===== config.mk =====
export PLATFORM = sky130hd
export DESIGN_NAME = piir_biquad_mc
export DESIGN_NICKNAME = d
export VERILOG_FILES = /design/src/rtl/piir_biquad_mc.sv
export SDC_FILE = /design/constraint.sdc
export NUM_CORES = 2
export LEC_CHECK = 0
export CAP_MARGIN = 30
export CORE_ASPECT_RATIO = 0.8
export CORE_UTILIZATION = 40
export CTS_BUF_LIST = sky130_fd_sc_hd__clkbuf_4 sky130_fd_sc_hd__clkbuf_8
export CTS_CLUSTER_SIZE = 8
export DETAILED_ROUTE_END_ITERATION = 7
export HOLD_SLACK_MARGIN = 0.05
export PLACE_DENSITY_LB_ADDON = 0.3
export SLEW_MARGIN = 20
export SYNTH_ARGS = -nofsm -noshare
export SYNTH_HDL_FRONTEND = slang
export SYNTH_SLANG_ARGS = --single-unit

===== constraint.sdc =====
create_clock -name Clk1 -period 22.3 [get_ports Clk1]
set_clock_uncertainty 0.2 [all_clocks]
set_input_delay 4.46 -clock Clk1 [delete_from_list [all_inputs] [get_ports Clk1]]
set_output_delay 4.46 -clock Clk1 [all_outputs]
set_load 0.02 [all_outputs]

===== src/rtl/piir_biquad_mc.sv =====
// Multi-channel direct-form-I biquad with one time-multiplexed multiplier.
// Per-channel coefficient/history banks, valid/ready sample stream, separate config write port.
module piir_biquad_mc #(
  parameter int W     = 16,
  parameter int N_CH  = 4,
  parameter int GUARD = 4,
  parameter int SAT   = 1,
  localparam int CHW  = (N_CH > 1) ? $clog2(N_CH) : 1
) (
  input  logic                  Clk1,
  input  logic                  Rst,
  input  logic                  cfg_we,
  input  logic [CHW-1:0]        cfg_ch,
  input  logic [3:0]            cfg_sel,
  input  logic signed [W-1:0]   cfg_data,
  output logic                  cfg_err,
  input  logic                  in_valid,
  output logic                  in_ready,
  input  logic [CHW-1:0]        in_ch,
  input  logic signed [W-1:0]   in_data,
  output logic                  out_valid,
  input  logic                  out_ready,
  output logic [CHW-1:0]        out_ch,
  output logic signed [W-1:0]   out_data,
  output logic                  busy
);

  localparam int AW = W + GUARD;
  localparam logic [CHW:0] NCH_V = (CHW+1)'(N_CH);
  localparam logic signed [AW-1:0] ACC_MAX = {{(GUARD+1){1'b0}}, {(W-1){1'b1}}};
  localparam logic signed [AW-1:0] ACC_MIN = {{(GUARD+1){1'b1}}, {(W-1){1'b0}}};

  typedef enum logic [1:0] {S_IDLE, S_MAC, S_UPD, S_OUT} state_t;

  state_t                r_state;
  state_t                w_next;
  logic                  w_in_ready;
  logic                  w_busy;
  logic                  w_accept;
  logic                  w_mac;
  logic                  w_upd;
  logic                  w_cfg_rej;

  logic signed [W-1:0]   r_x;
  logic [CHW-1:0]        r_ch;
  logic                  r_bad;
  logic [2:0]            r_tap;
  logic signed [AW-1:0]  r_acc;
  logic signed [W-1:0]   r_out_data;
  logic [CHW-1:0]        r_out_ch;
  logic                  r_out_valid;
  logic                  r_cfg_err;

  logic signed [W-1:0]   r_a1 [N_CH];
  logic signed [W-1:0]   r_a2 [N_CH];
  logic signed [W-1:0]   r_b0 [N_CH];
  logic signed [W-1:0]   r_b1 [N_CH];
  logic signed [W-1:0]   r_b2 [N_CH];
  logic signed [W-1:0]   r_x1 [N_CH];
  logic signed [W-1:0]   r_x2 [N_CH];
  logic signed [W-1:0]   r_y1 [N_CH];
  logic signed [W-1:0]   r_y2 [N_CH];

  logic signed [W-1:0]   w_opa;
  logic signed [W-1:0]   w_opb;
  logic signed [2*W-1:0] w_prod;
  logic signed [AW-1:0]  w_rnd;
  logic signed [W-1:0]   w_y;

  // Keep Q1.(W-1) bits of the product, round half up on the first dropped bit.
  function automatic logic signed [AW-1:0] f_round(input logic signed [2*W-1:0] p);
    logic signed [W-1:0]  t;
    logic signed [AW-1:0] r;
    t = p[2*W-2:W-1];
    r = AW'(t);
    return r + {{(AW-1){1'b0}}, p[W-2]};
  endfunction

  function automatic logic signed [W-1:0] f_sat(input logic signed [AW-1:0] a);
    if (SAT != 0) begin
      if (a > ACC_MAX) return {1'b0, {(W-1){1'b1}}};
      if (a < ACC_MIN) return {1'b1, {(W-1){1'b0}}};
    end
    return a[W-1:0];
  endfunction

  always_ff @(posedge Clk1 or posedge Rst) begin
    if (Rst) r_state <= S_IDLE;
    else     r_state <= w_next;
  end

  always_comb begin
    w_next = r_state;
    case (r_state)
      S_IDLE:  if (w_accept) w_next = S_MAC;
      S_MAC:   if (r_tap == 3'd4) w_next = S_UPD;
      S_UPD:   w_next = S_OUT;
      S_OUT:   if (out_ready) w_next = S_IDLE;
      default: w_next = S_IDLE;
    endcase
  end

  always_comb begin
    w_in_ready = (r_state == S_IDLE) && !Rst;
    w_busy     = (r_state != S_IDLE);
    w_accept   = w_in_ready && in_valid;
    w_mac      = (r_state == S_MAC);
    w_upd      = (r_state == S_UPD);
  end

  // A write may not touch the channel whose sample is in flight.
  assign w_cfg_rej = ({1'b0, cfg_ch} >= NCH_V) || (w_busy && (cfg_ch == r_ch));

  always_comb begin
    w_opa = '0;
    w_opb = '0;
    if (!r_bad) begin
      case (r_tap)
        3'd0: begin w_opa = r_b0[r_ch]; w_opb = r_x;        end
        3'd1: begin w_opa = r_b1[r_ch]; w_opb = r_x1[r_ch]; end
        3'd2: begin w_opa = r_b2[r_ch]; w_opb = r_x2[r_ch]; end
        3'd3: begin w_opa = r_a1[r_ch]; w_opb = r_y1[r_ch]; end
        3'd4: begin w_opa = r_a2[r_ch]; w_opb = r_y2[r_ch]; end
        default: ;
      endcase
    end
  end

  assign w_prod = w_opa * w_opb;
  assign w_rnd  = f_round(w_prod);
  assign w_y    = r_bad ? '0 : f_sat(r_acc);

  // Sample capture, MAC accumulation and result register
  always_ff @(posedge Clk1 or posedge Rst) begin
    if (Rst) begin
      r_x         <= '0;
      r_ch        <= '0;
      r_bad       <= 1'b0;
      r_tap       <= '0;
      r_acc       <= '0;
      r_out_data  <= '0;
      r_out_ch    <= '0;
      r_out_valid <= 1'b0;
      r_cfg_err   <= 1'b0;
    end else begin
      r_cfg_err <= cfg_we && w_cfg_rej;
      if (w_accept) begin
        r_x   <= in_data;
        r_ch  <= in_ch;
        r_bad <= ({1'b0, in_ch} >= NCH_V);
        r_tap <= '0;
        r_acc <= '0;
      end
      if (w_mac) begin
        r_tap <= r_tap + 3'd1;
        r_acc <= (r_tap < 3'd3) ? r_acc + w_rnd : r_acc - w_rnd;
      end
      if (w_upd) begin
        r_out_data  <= w_y;
        r_out_ch    <= r_ch;
        r_out_valid <= 1'b1;
      end
      if ((r_state == S_OUT) && out_ready) r_out_valid <= 1'b0;
    end
  end

  // Coefficient/history banks: history shift on UPD, then config writes
  always_ff @(posedge Clk1 or posedge Rst) begin
    if (Rst) begin
      for (int i = 0; i < N_CH; i++) begin
        r_a1[i] <= '0;
        r_a2[i] <= '0;
        r_b0[i] <= '0;
        r_b1[i] <= '0;
        r_b2[i] <= '0;
        r_x1[i] <= '0;
        r_x2[i] <= '0;
        r_y1[i] <= '0;
        r_y2[i] <= '0;
      end
    end else begin
      if (w_upd && !r_bad) begin
        r_x2[r_ch] <= r_x1[r_ch];
        r_x1[r_ch] <= r_x;
        r_y2[r_ch] <= r_y1[r_ch];
        r_y1[r_ch] <= w_y;
      end
      if (cfg_we && !w_cfg_rej) begin
        case (cfg_sel)
          4'd1:  r_a1[cfg_ch] <= cfg_data;
          4'd2:  r_a2[cfg_ch] <= cfg_data;
          4'd5:  r_y1[cfg_ch] <= cfg_data;
          4'd6:  r_y2[cfg_ch] <= cfg_data;
          4'd8:  r_b0[cfg_ch] <= cfg_data;
          4'd9:  r_b1[cfg_ch] <= cfg_data;
          4'd10: r_b2[cfg_ch] <= cfg_data;
          4'd13: r_x1[cfg_ch] <= cfg_data;
          4'd14: r_x2[cfg_ch] <= cfg_data;
          4'd15: begin
            r_x1[cfg_ch] <= '0;
            r_x2[cfg_ch] <= '0;
            r_y1[cfg_ch] <= '0;
            r_y2[cfg_ch] <= '0;
          end
          default: ;
        endcase
      end
    end
  end

  assign in_ready  = w_in_ready;
  assign busy      = w_busy;
  assign out_valid = r_out_valid;
  assign out_data  = r_out_data;
  assign out_ch    = r_out_ch;
  assign cfg_err   = r_cfg_err;

endmodule


==> impl_summary.md <==
Outcome
The run finished with clean final reports.

Routing
The remaining routing DRC violations is 0. The residual antenna-violating net count after detailed routing is 0. The routed layout has 30000 vias. After detailed routing, the met3 layer carries ~13000 µm of wire.

The post-detailed-route via-to-cell ratio is 5.87. Wire segments on met2 add up to 55000 µm in the final route. Dividing the detail-routed wire length by the instance count gives 25.2 µm. The iteration count of the initial detailed-routing pass is 5. The routed metal-1 wire length is 58300 µm. The routed design has between 100000 and 150000 µm of wire. In this run the top signal layer used is met4. The first routing iteration left 2970 violations.

Placed design
The final HPWL from detailed placement is 85600 µm. The global placement routability congestion is 0.907. Buffers placed on the I/O ports in this run total 66.

Cells and area
The layout net count is just over 4000. In the layout the commonest cells are 637 x dfrtp_1, 341 x mux2_2, 325 x inv_1. Compared with the post-synthesis result, the final layout area differs by 11.4%. The final design utilization is 0.450. The final-layout fill cell count is 9577. The multi-input combinational cells in the finished layout cover a total of 23500 µm². In the final layout, flip-flops and latches occupy 16000 µm².

In the final layout, the share of cells above drive strength 1 is 0.222. The leading cell type in the layout, fill and taps excluded is dfrtp_1.

STA
Setup repair after global routing left no endpoint under its margin. At the pin with the least slew margin, the transition time is just over 1 ns. The max-slew violation total from the final report came to 0.

The final setup TNS is 0 ns. The relative max-transition margin is 0.307. Static timing analysis puts the maximum clock frequency at 0.0777 GHz.

The post-route fraction of the period consumed by the critical path is 0.577. The count of endpoints failing hold in the final timing report is 0. Setup violations remaining at the end of the flow were counted as 0.

The tightest hold path in the finished design has a slack of ~0.3 ns. The shortest clock period the worst path allows after layout is approximately 13 ns.

Die
The die footprint is 105000 µm². The core area is 103000 µm². The top-level port count is between 60 and 70. The count of standard-cell rows is 105. The die is 290 µm tall. The die span in x is 362 µm. For this configuration, the core starts out at a cell density of 0.404.

Logic synthesis
Counting flops with an async set or reset pin after synthesis yields a share of 1.00. The share of synthesized area in the top cell type comes to 0.385. Ranked by total cell area, the synthesized netlist is headed by dfrtp_1 39%, fa_1 12%, mux2_2 9.3%, mux4_2 7.5%, mux2i_1 5.0%. The total standard cell area after synthesis is 41500 µm².

The number of nets in the synthesized netlist is 4053. The synthesized design contains 639 register bits. A synthesized cell averages 11.4 µm².

The post-synthesis instance total is 3643. The share of the Yosys chip area taken by registers is 0.385. The number of enable-type register cells in the synthesized netlist is 0.

The synthesized design spends more area on one cell type than any other, namely dfrtp_1. The number of distinct library cells after synthesis is 80. The dominant synthesized flop cell is dfrtp_1. The number of warnings issued by yosys is 0.

Clock tree
CTS placed an instance of clkbuf_8 at the clock tree root. Clock-pin slew was measured on the worst setup and hold paths at around 0.070 ns. For this design, the sink count on the clock tree is around 640. After clock tree synthesis, the setup repair step added 0 buffers. The number of cells upsized or downsized after cts is 0.

The number of buffers inserted during clock tree synthesis is 97. The clock passes through at most 3 buffers. The deepest level of the CTS H-tree is 3. Buffers inserted to repair hold after CTS numbered 0. TritonCTS built the clock tree. The clock reaches the later pin of the worst-skew pair after between 0.7 and 0.8 ns.

Global route
The first global-routing pass estimated 197000 µm of wire. The initial antenna violation count is 2. The pin count of the biggest net entering global routing is 175.

After global routing the overflow that remains totals 0. The via count of the first global-routing pass is between 30000 and 40000. The total routing usage reported by global routing is 0.247.

Critical path
The sort of element at the start of the critical path is a register. Data arrives at the worst endpoint at 13.36 ns. The slowest stage of the critical path belongs to the cell dfrtp_4. The start-to-end type of the worst setup path is register to register.

The largest single stage delay on the critical path is 1.08 ns. In this design, the critical path's most frequently occurring cell is fa_1. In this run the worst path has a maximum fanout of 106. The kind of end point of the critical path is a register.

STA puts the critical path data required time at 22.79 ns.

Min path
The worst min-delay path category is register to register.

Job
Max-cap violations in this run came to 0.
## sequential cells by signal, summed over array words and instances, names as in the netlist, 3 cells and up
| name | flops |
|---|---|
| r_a1 | 64 |
| r_a2 | 64 |
| r_b0 | 64 |
| r_b1 | 64 |
| r_b2 | 64 |
| r_x1 | 64 |
| r_x2 | 64 |
| r_y1 | 64 |
| r_y2 | 64 |
| r_acc | 20 |
| out_data | 16 |
| r_x | 16 |
| r_tap | 3 |
## metal layers
layer	vias to the layer above	track usage
li1	12900	-
met1	15500	0.365
met2	1382	0.354
met3	212	0.0663
met4	0	0.0671
met5	-	0
## cells in the mapped netlist (109+ instances only)
cell type,n
dfrtp_1,639
mux4_2,138
nor2_1,259
a21oi_1,138
fa_1,256
inv_1,326
o22ai_1,265
ha_1,109
mux2i_1,209
nand2_1,270
mux2_2,341
clkbuf_1,210
## worst max-delay path, delay by kind of cell, from the launching register on
kind / cells / cell delay, ns
compound gates: 14 / 3.73
xor+xnor: 3 / 0.51
fa+ha+maj: 10 / 4.18
buf+inv: 5 / 0.83
flops: 1 / 1.08
mux: 2 / 0.75
simple gates: 7 / 1.40
## layout make-up
type | instances | share of cell area
well taps | 1391 | 0.0376
flip-flops and latches | 639 | 0.346
clock inverters | 11 | 0.00198
inverters | 326 | 0.0266
repair buffers | 185 | 0.0421
diodes | 1 | 0.0000541
multi-input cells | 2428 | 0.508
clock buffers | 135 | 0.0371
## metrics by stage
| step | worst slack, ns | instance area, µm² | instances |
|---|---|---|---|
| 2_1_floorplan | 8.91 | 41500 | 3643 |
| 6_report | 9.43 | 46200 | 5116 |
| 4_1_cts | 9.43 | 46100 | 5103 |
| 3_3_place_gp | 9.67 | 43800 | 4932 |
| 5_1_grt | 8.49 | 46200 | 5116 |
| 3_5_place_dp | 9.48 | 44300 | 4957 |
## path summary, 6_finish.rpt
kind                                         endpoint  slack [ns]  cells after the start                 from
worst max-delay path            r_acc[19]$_DFFE_PP0P_        9.43                     41  r_ch[1]$_DFFE_PP0P_
worst min-delay path              r_b2[3]$_DFFE_PP0P_        0.30                      1  r_b2[3]$_DFFE_PP0P_
worst max register to register  r_acc[19]$_DFFE_PP0P_        9.43                     41  r_ch[1]$_DFFE_PP0P_
worst min register to register    r_b2[3]$_DFFE_PP0P_        0.30                      1  r_b2[3]$_DFFE_PP0P_
max in group asynchronous        r_b2[28]$_DFFE_PP0P_       15.55                      7                  Rst
min in group asynchronous        r_acc[9]$_DFFE_PP0P_        3.91                      2                  Rst
## kinds of logic (layout without fill, tap and decap cells)
kind of cell	count (synthesis)	count (layout)	share of synthesized area
compound gates	610	610	0.0967
flops	639	639	0.385
mux	690	690	0.219
xor+xnor	80	80	0.0174
simple gates	683	683	0.0724
fa+ha+maj	365	365	0.156
buf+inv	576	657	0.0532
other cells	0	1	0
Power is not shown: default switching activity piles up to over one toggle a cycle in this logic, so the estimate is an artifact.
